--- src/rtl/bcd_down_timer_pkg.sv ---
// Shared definitions for the BCD counter family: FSM encodings, digit limit
// and the digit clamp applied on load.
package bcd_down_timer_pkg;

    typedef enum logic [1:0] {
        IDLE = 2'd0,
        RUN  = 2'd1,
        DONE = 2'd2
    } state_t;

    localparam logic [3:0] BCD_MAX = 4'd9;

    function automatic logic [3:0] bcd_clamp(input logic [3:0] d);
        return (d > BCD_MAX) ? BCD_MAX : d;
    endfunction

endpackage

--- src/rtl/bcd_digit_dec.sv ---
// Single BCD digit decrement: subtracts the incoming borrow, wrapping 0 to 9
// and raising a borrow to the next digit when it does.
module bcd_digit_dec
    import bcd_down_timer_pkg::*;
(
    input  logic [3:0] d,
    input  logic       bin,
    output logic [3:0] q,
    output logic       bout
);

    always_comb begin
        q    = d;
        bout = 1'b0;
        if (bin) begin
            if (d == 4'd0) begin
                q    = BCD_MAX;
                bout = 1'b1;
            end else begin
                q = d - 4'd1;
            end
        end
    end

endmodule

--- src/rtl/bcd_down_timer.sv ---
// Two-digit BCD down timer, falling-edge clocked, with optional auto-reload
// of the last loaded value on expiry.
module bcd_down_timer
    import bcd_down_timer_pkg::*;
#(
    parameter int unsigned RELOAD = 0
) (
    input  logic       clk,
    input  logic       rst,
    input  logic       load,
    input  logic [7:0] din,
    input  logic       en,
    output logic [3:0] ones,
    output logic [3:0] tens,
    output logic       busy,
    output logic       done
);

    state_t     state_q, state_d;
    logic [3:0] tens_q, tens_d;
    logic [3:0] ones_q, ones_d;
    logic [7:0] reload_q, reload_d;
    logic       done_q, done_d;

    logic [3:0] ones_dec, tens_dec;
    logic       ones_borrow, tens_borrow;

    bcd_digit_dec u_ones_dec (
        .d    (ones_q),
        .bin  (1'b1),
        .q    (ones_dec),
        .bout (ones_borrow)
    );

    bcd_digit_dec u_tens_dec (
        .d    (tens_q),
        .bin  (ones_borrow),
        .q    (tens_dec),
        .bout (tens_borrow)
    );

    always_comb begin
        state_d  = state_q;
        tens_d   = tens_q;
        ones_d   = ones_q;
        reload_d = reload_q;
        done_d   = 1'b0;
        if (load) begin
            tens_d   = bcd_clamp(din[7:4]);
            ones_d   = bcd_clamp(din[3:0]);
            reload_d = {tens_d, ones_d};
            state_d  = ({tens_d, ones_d} != 8'h00) ? RUN : IDLE;
        end else begin
            unique case (state_q)
                IDLE, DONE: ;
                RUN: begin
                    if (en) begin
                        if (tens_q == 4'd0 && ones_q == 4'd1) begin
                            done_d = 1'b1;
                            if (RELOAD != 0) begin
                                tens_d = reload_q[7:4];
                                ones_d = reload_q[3:0];
                            end else begin
                                tens_d  = 4'd0;
                                ones_d  = 4'd0;
                                state_d = DONE;
                            end
                        end else if (!tens_borrow) begin
                            // Guard: never underflow past 00 even if state is corrupted
                            tens_d = tens_dec;
                            ones_d = ones_dec;
                        end
                    end
                end
                default: state_d = IDLE;
            endcase
        end
    end

    always_ff @(negedge clk or negedge rst) begin
        if (!rst) begin
            state_q  <= IDLE;
            tens_q   <= 4'd0;
            ones_q   <= 4'd0;
            reload_q <= 8'h00;
            done_q   <= 1'b0;
        end else begin
            state_q  <= state_d;
            tens_q   <= tens_d;
            ones_q   <= ones_d;
            reload_q <= reload_d;
            done_q   <= done_d;
        end
    end

    assign tens = tens_q;
    assign ones = ones_q;
    assign busy = (state_q == RUN);
    assign done = done_q;

endmodule
--- config.mk ---
export PLATFORM = sky130hd
export DESIGN_NAME = bcd_down_timer
export DESIGN_NICKNAME = d
export VERILOG_FILES = /design/src/rtl/bcd_down_timer_pkg.sv /design/src/rtl/bcd_digit_dec.sv /design/src/rtl/bcd_down_timer.sv
export SDC_FILE = /design/constraint.sdc
export NUM_CORES = 1
export LEC_CHECK = 0
export BUFFER_PORTS_ARGS = -buffer_cell sky130_fd_sc_hd__buf_2
export CAP_MARGIN = 20
export CORE_MARGIN = 8
export CORE_UTILIZATION = 43
export CTS_BUF_LIST = sky130_fd_sc_hd__clkbuf_8
export DETAILED_ROUTE_END_ITERATION = 16
export PLACE_DENSITY = 0.68
export REMOVE_ABC_BUFFERS = 1
export SYNTH_ARGS = -nofsm -noshare
export SYNTH_HDL_FRONTEND = slang
export SYNTH_HIERARCHICAL = 1
export SYNTH_SLANG_ARGS = --single-unit
--- constraint.sdc ---
create_clock -name clk -period 6.12 [get_ports clk]
set_clock_uncertainty 0.1 [all_clocks]
set_input_delay 0.306 -clock clk [delete_from_list [all_inputs] [get_ports clk]]
set_output_delay 0.306 -clock clk [all_outputs]
set_load 0.05 [all_outputs]
==> impl_metrics.json, run 1 <==
{
  "drv_cap": 0,
  "p_per_area_mw_per_mm2": 320,
  "ys_seq_area_frac": 0.352,
  "yosys-top-cells-count": "dfrtn_1 (11), a22o_1 (6), mux2_2 (6), nand2_1 (5)",
  "power.leakage_nw": 0.457,
  "drtAntennaViolNets": 0,
  "core_mm2": 0.00173,
  "cts_hold_buffers": 0,
  "num-nets-final": 113,
  "clockBufferDepth": 2,
  "antenna_found_initial": 0,
  "pre_cts_ws_ns": 1.32,
  "required_ns": 5.71,
  "status": "completed",
  "antenna_cells": 0,
  "cp_data_arrival_time_ns": 4.20,
  "hold_path.class": "flop to flop",
  "htree_levels": 1,
  "power.total_w": 0.000306,
  "syn2layout_area_growth_pct": 22.2,
  "avgSynthCellArea_um2": 10.4,
  "die_area_mm2": 0.00344,
  "die_w_um": 58.6,
  "ys_top_cells_by_area": "dfrtn_1 (35%), mux2_2 (8.6%), a22o_1 (6.7%), xor2_1 (4.5%), nand2b_4 (3.5%)",
  "cpLargestDelayFamily": "flip-flops",
  "grt_pass1_vias": 689,
  "async_reset_ff_frac": 1.00,
  "final_core_util": 0.554,
  "grt_overflow": 0,
  "wirelength_um": 1880,
  "slowest_delay_ns": 0.56,
  "grt_max_degree": 14,
  "hold_viol": 0,
  "crit_chain": "buf_2",
  "setup_viol_count_final": 0,
  "io_buffers": 21,
  "drv_slew": 0,
  "hpwl_um": 1450,
  "critical_path_class": "flop to output pin",
  "combPwrFrac": 0.405,
  "io_pins": 22,
  "ys_ff_latch": 11,
  "syn_area_um2": 782,
  "cpMaxStageDelayCell": "dfrtn_1",
  "worstSetupStartpointType": "flop",
  "finalNonFillerCells": 125,
  "p_sw_frac": 0.422,
  "ys_warn_count": 6,
  "avgRoutedWirePerCell_um": 15.1,
  "rsz0062_at_grt": "false",
  "power_frac_seq": 0.356,
  "r2r_slack_ns": 3.35,
  "ir_drop_mv": 0.152,
  "relSlewSlack": 0.560,
  "vias_per_cell": 5.54,
  "clock-root-buffer": "clkbuf_8",
  "cts_buffers": 3,
  "drive_above_1_share": 0.410,
  "synth_cell_types": 31,
  "yosys_most_used_dff": "dfrtn_1",
  "place_congestion": 0.801,
  "start_util": 0.453,
  "setup_ws_ns": 1.51,
  "synth_top_area_frac": 0.352,
  "dp_cells": 121,
  "n_fill_cell": 175,
  "yosysMostFrequentCell": "dfrtn_1",
  "num_vias": 693,
  "crit_buf_inv": 1,
  "worst_pin_slew_ns": 0.653,
  "grt_usage": 0.117,
  "rows": 15,
  "grt_pass1_wl_um": 3110,
  "drt_pass1_iterations": 4,
  "clkPwrFrac": 0.238,
  "cp-end-kind": "output pin",
  "p_int_w": 0.000177,
  "worstPathMaxFanout": 9,
  "post-cts-setup-buffers": 0,
  "clk_latency_ns": 0.26,
  "synth_top_area_cell": "dfrtn_1",
  "cts_tree": "yes",
  "cts_sinks": 11,
  "synth_edf_count": 0,
  "setup_tns_ns": 0,
  "fp.dieH_um": 58.6,
  "clk_pin_slew_ns": 0.04,
  "drt_iter0_markers": 10,
  "p_sw_w": 0.000129,
  "drcViolationCount": 0,
  "synthCells": 75,
  "cts_resized": 0
}
-- power by group through the flow --
| stage | clock network [W] | registers [W] | logic [W] |
|---|---|---|---|
| global placement | 0 | 0.000109 | 0.000123 |
| CTS | 0.0000733 | 0.000109 | 0.000125 |
| finish | 0.0000729 | 0.000109 | 0.000124 |
| floorplan | 0 | 0.000144 | 0.0000567 |
| global route | 0.0000785 | 0.000112 | 0.000132 |
| detailed placement | 0 | 0.000110 | 0.000125 |
-- registers in the layout (all words and copies together), names as in the netlist --
register	flops
tens	4
state_q	2
ones	4
done	1
-- stage by stage --
step                hold slack, ns  cell area (µm²)
detailed placement           0.417              911
global placement             0.407              911
global route                 0.452              956
CTS                          0.416              956
finish                       0.404              956
floorplan                    0.371              774
-- final timing paths --
path                                 start          to  cells past startpoint
worst min register to register  state_q[0]  state_q[1]                      3
worst min-delay path            state_q[0]  state_q[1]                      3
min in group asynchronous              rst     ones[2]                      1
max in group asynchronous              rst     ones[0]                      1
worst max-delay path               ones[1]     ones[1]                      1
worst max register to register     ones[0]     ones[1]                      7
-- layout make-up --
cell class,count,area (µm²),share of cell area
clock buffer,3,41.3,0.0432
clock inverter,1,3.75,0.00393
inverter,1,3.75,0.00393
multi-input combinational,63,495,0.518
sequential,11,275,0.288
tap,25,31.3,0.0327
timing repair buffer,21,105,0.110
-- layer usage --
layer | vias to the layer above | part of all wire | track usage
met3 | 4 | 0.063 | 0.0391
met5 | - | 0 | 0
li1 | 338 | - | -
met1 | 331 | 0.50 | 0.146
met4 | 0 | 0.012 | 0.0648
met2 | 20 | 0.43 | 0.173
-- logic make-up after synthesis --
| group | Yosys count | synth area share |
|---|---|---|
| AND/OR/NAND/NOR | 31 | 0.275 |
| AO/OA/AOI/OAI | 20 | 0.218 |
| flip-flops | 11 | 0.352 |
| multiplexers | 6 | 0.0864 |
| XOR/XNOR | 4 | 0.0448 |
| buffers and inverters | 2 | 0.0192 |
| other | 1 | 0.00480 |
-- cell usage in the layout (no fill, tap or decap), drive strengths merged --
master	n
and3b	1
nor2	3
a21oi	2
buf	21
xor2	4
dfrtn	11
nor4	5
a22o	6
o21a	2
inv	2
nor3	4
or4b	2
nor2b	3
clkbuf	3
conb	2
a2111oi	1
mux2	6
nand2b	3
and2	3
a221o	2
nand2	5
o22ai	1
nor4b	1
o21ai	3
a21o	3
or2b	1
Power figures use the tool's default switching activity.
==> run 2: changes to the inputs <==
--- a/config.mk
+++ b/config.mk
@@ -11,7 +11,7 @@
 export CORE_UTILIZATION = 43
 export CTS_BUF_LIST = sky130_fd_sc_hd__clkbuf_8
 export DETAILED_ROUTE_END_ITERATION = 16
-export PLACE_DENSITY = 0.68
+export PLACE_DENSITY = 0.7
 export REMOVE_ABC_BUFFERS = 1
 export SYNTH_ARGS = -nofsm -noshare
 export SYNTH_HDL_FRONTEND = slang
==> constraint.sdc (replaced) <==
create_clock -name clk -period 3.8 [get_ports clk]
set_clock_uncertainty 0.1 [all_clocks]
set_input_delay 0.19 -clock clk [delete_from_list [all_inputs] [get_ports clk]]
set_output_delay 0.19 -clock clk [all_outputs]
set_load 0.05 [all_outputs]
==> impl_metrics.json, run 2 (synthesized netlist as in run 1, its figures left out) <==
{
  "power_frac_seq": 0.358,
  "post-cts-setup-buffers": 0,
  "rows": 15,
  "drv_slew": 0,
  "cpMaxStageDelayCell": "dfrtn_1",
  "drv_cap": 0,
  "p_int_w": 0.000284,
  "r2r_start": "ones[0]",
  "layout_commonest_cell": "buf_2",
  "cts_sinks": 11,
  "start_util": 0.453,
  "grt_overflow": 0,
  "wirelength_um": 1840,
  "p_sw_frac": 0.417,
  "cp-end-kind": "output pin",
  "htree_levels": 1,
  "worstPathMaxFanout": 7,
  "r2r_slack_ns": 1.05,
  "worstSetupStartpointType": "flop",
  "combPwrFrac": 0.410,
  "min_from": "state_q[0]",
  "grt_max_degree": 14,
  "cts_hold_buffers": 0,
  "crit_buf_inv": 1,
  "p_per_area_mw_per_mm2": 510,
  "clk_pin_slew_ns": 0.04,
  "cts_resized": 0,
  "grt_usage": 0.118,
  "vias_per_cell": 5.39,
  "required_ns": 3.51,
  "power.leakage_nw": 0.457,
  "die_area_mm2": 0.00344,
  "drtAntennaViolNets": 0,
  "crit_chain": "buf_2",
  "status": "completed",
  "drt_pass1_iterations": 4,
  "power.total_w": 0.000488,
  "io_pins": 22,
  "dpl_cell_area_um2": 911,
  "n_fill_cell": 172,
  "hold_path.class": "flop to flop",
  "io_buffers": 21,
  "setup_tns_ns": 0,
  "hpwl_um": 1420,
  "cts_tree": "yes",
  "drt_iter0_markers": 18,
  "final_core_util": 0.554,
  "fp.dieH_um": 58.6,
  "slowest_delay_ns": 0.55,
  "grt_pass1_vias": 675,
  "drcViolationCount": 0,
  "rsz0062_at_grt": "false",
  "core_mm2": 0.00173,
  "hold_viol": 0,
  "fin_area_um2": 956,
  "clockBufferDepth": 2,
  "cts_buffers": 3,
  "p_sw_w": 0.000203,
  "drive_above_1_share": 0.410,
  "antenna_cells": 0,
  "syn2layout_area_growth_pct": 22.2,
  "place_congestion": 0.778,
  "setup_viol_count_final": 0,
  "critical_path_class": "flop to output pin",
  "crit_path_start": "tens[3]",
  "clkPwrFrac": 0.232,
  "num_vias": 674,
  "cpLargestDelayFamily": "flip-flops",
  "die_w_um": 58.6,
  "num-nets-final": 113,
  "grt_pass1_wl_um": 3080,
  "clk_latency_ns": 0.26,
  "mostFrequentLayoutCells": "buf_2 (21), dfrtn_1 (11), a22o_1 (6), mux2_2 (6), nand2_1 (5)",
  "clock-root-buffer": "clkbuf_8",
  "cp_data_arrival_time_ns": 3.03,
  "avgRoutedWirePerCell_um": 14.7,
  "antenna_found_initial": 0,
  "worst_pin_slew_ns": 0.695,
  "relSlewSlack": 0.533,
  "ir_drop_mv": 0.230
}
run 2: cell counts in the layout (fill, tap and decap cells not counted):
Identical to the previous run, type by type.
run 2: stage by stage:
step	instances	setup WS (ns)	hold WS, ns
CTS	125	0.468	0.417
global route	125	0.420	0.454
global placement	121	0.295	0.409
finish	125	0.475	0.405
detailed placement	121	0.274	0.418
floorplan	75	0.490	0.371
run 2: layout make-up:
cell class	count	area [µm²]	area share
Inverter	1	3.75	0.00393
Tap cell	25	31.3	0.0327
Timing Repair Buffer	21	105	0.110
Clock buffer	3	41.3	0.0432
Sequential cell	11	275	0.288
Clock inverter	1	3.75	0.00393
Multi-Input combinational cell	63	495	0.518
run 2: power by group through the flow:
stage / clock network (W) / registers [W] / logic (W)
floorplan: 0 / 0.000233 / 0.0000914
global placement: 0 / 0.000175 / 0.000198
detailed placement: 0 / 0.000176 / 0.000201
CTS: 0.000117 / 0.000174 / 0.000201
global route: 0.000122 / 0.000179 / 0.000214
finish: 0.000113 / 0.000175 / 0.000200
run 2: tightest hold or removal path: stages, from the launching register on:
cell and delay [ns]:
dfrtn_1 0.33, inv_1 0.06, nand2_1 0.05, a21oi_1 0.13
run 2: worst paths after layout:
path / end / cells after the start
min in group asynchronous: ones[2] / 1
hold / removal: state_q[1] / 3
max in group asynchronous: state_q[0] / 1
setup reg to reg: ones[0] / 7
setup / recovery: tens[3] / 1
hold reg to reg: state_q[1] / 3
run 2: metal layers:
metal  share of wire  global-route usage  routed length (µm)  vias up
met4           0.024              0.0717                  44        0
li1                -                   -                   -      333
met1            0.47               0.135                 860      313
met5               0                   0                   0        -
met3           0.079              0.0413                 146        5
met2            0.43               0.184                 787       23
==> run 3: changes to the inputs <==
--- a/config.mk
+++ b/config.mk
@@ -7,13 +7,15 @@
 export LEC_CHECK = 0
 export BUFFER_PORTS_ARGS = -buffer_cell sky130_fd_sc_hd__buf_2
 export CAP_MARGIN = 20
+export CORE_ASPECT_RATIO = 1.5
 export CORE_MARGIN = 8
-export CORE_UTILIZATION = 43
+export CORE_UTILIZATION = 40
 export CTS_BUF_LIST = sky130_fd_sc_hd__clkbuf_8
 export DETAILED_ROUTE_END_ITERATION = 16
-export PLACE_DENSITY = 0.7
+export PLACE_DENSITY = 0.66
 export REMOVE_ABC_BUFFERS = 1
 export SYNTH_ARGS = -nofsm -noshare
 export SYNTH_HDL_FRONTEND = slang
 export SYNTH_HIERARCHICAL = 1
 export SYNTH_SLANG_ARGS = --single-unit
+export TNS_END_PERCENT = 1
==> impl_metrics.json, run 3 (synthesized netlist as in run 1, its figures left out) <==
{
  "cts_resized": 0,
  "antenna_found_initial": 0,
  "critical_path_class": "flop to output pin",
  "drt_iter0_markers": 16,
  "clk_pin_slew_ns": 0.04,
  "vias_per_cell": 5.64,
  "drtAntennaViolNets": 0,
  "required_ns": 3.51,
  "num_vias": 682,
  "dp_cells": 117,
  "cts_hold_buffers": 0,
  "cpLargestDelayFamily": "flip-flops",
  "pre_cts_ws_ns": 0.273,
  "wirelength_um": 1880,
  "ir_drop_mv": 0.223,
  "num-nets-final": 113,
  "fp.dieH_um": 70.2,
  "rows": 19,
  "layout_commonest_cell": "buf_2",
  "cpMaxStageDelayCell": "dfrtn_1",
  "setup_viol_count_final": 0,
  "htree_levels": 1,
  "drt_pass1_iterations": 4,
  "hold_viol": 0,
  "crit_buf_inv": 1,
  "start_util": 0.427,
  "clock-root-buffer": "clkbuf_8",
  "clockBufferDepth": 2,
  "p_per_area_mw_per_mm2": 518,
  "grt_max_degree": 14,
  "holdWs_ns": 0.414,
  "dr_wl_met2_um": 939,
  "drv_cap": 0,
  "cts_tree": "yes",
  "die_area_mm2": 0.00365,
  "crit_chain": "buf_2",
  "grt_pass1_wl_um": 3050,
  "worstSetupStartpointType": "flop",
  "power.leakage_nw": 0.457,
  "die_w_um": 52.1,
  "power.total_w": 0.000492,
  "drive_above_1_share": 0.410,
  "cp_data_arrival_time_ns": 3.03,
  "met1Wirelength_um": 804,
  "grt_usage": 0.105,
  "mostFrequentLayoutCells": "buf_2 (21), dfrtn_1 (11), a22o_1 (6), mux2_2 (6), nand2_1 (5)",
  "clk_latency_ns": 0.26,
  "cp-end-kind": "output pin",
  "antenna_cells": 0,
  "cts_sinks": 11,
  "status": "completed",
  "syn2layout_area_growth_pct": 21.6,
  "place_congestion": 0.816,
  "rsz0062_at_grt": "false",
  "post-cts-setup-buffers": 0,
  "cts_buffers": 3,
  "grt_pass1_vias": 660,
  "core_mm2": 0.00183,
  "setup_ws_ns": 0.478,
  "hold_path.class": "flop to flop",
  "wl_met3_um": 78,
  "worst_pin_slew_ns": 0.799,
  "top_layer_used": "met4",
  "io_pins": 22,
  "drv_slew": 0,
  "slowest_delay_ns": 0.55,
  "relSlewSlack": 0.462,
  "grt_overflow": 0,
  "hpwl_um": 1450,
  "drcViolationCount": 0,
  "avgRoutedWirePerCell_um": 15.5,
  "setup_tns_ns": 0,
  "io_buffers": 21,
  "worstPathMaxFanout": 9,
  "finalNonFillerCells": 121
}
run 3: cell counts in the layout (fill, tap and decap cells not counted):
No cell type changed its count.
run 3: final timing paths:
check,start,to,slack (ns),cells past startpoint
hold reg to reg,state_q[0],state_q[1],0.41,3
hold / removal,state_q[0],state_q[1],0.41,3
setup reg to reg,ones[0],ones[3],0.84,7
min in group asynchronous,rst,ones[0],1.49,1
max in group asynchronous,rst,tens[2],1.85,1
setup / recovery,tens[1],tens[1],0.48,1
run 3: layout make-up:
class	instances	area, µm²
Fill cell	183	880
Multi-Input combinational cell	63	495
Sequential cell	11	275
Timing Repair Buffer	21	105
Clock buffer	3	41.3
Tap cell	21	26.3
Clock inverter	1	3.75
Inverter	1	3.75
run 3: per-layer routing:
metal / up-vias / track usage
met4: 0 / 0.0653
met2: 16 / 0.165
met3: 7 / 0.0148
met5: - / 0
met1: 324 / 0.128
li1: 335 / -
run 3: report_power, final:
group / leakage, nW / internal, W / switching [W]
combinational: 0.291 / 0.0000755 / 0.000125
clock: 0.0269 / 0.0000710 / 0.0000455
sequential: 0.138 / 0.000138 / 0.0000368
total: 0.457 / 0.000285 / 0.000207
run 3: metrics by stage:
step                 util  cell area [µm²]
detailed placement  0.495              906
global route        0.519              951
global placement    0.495              906
CTS                 0.519              951
finish              0.519              951
floorplan               -              774
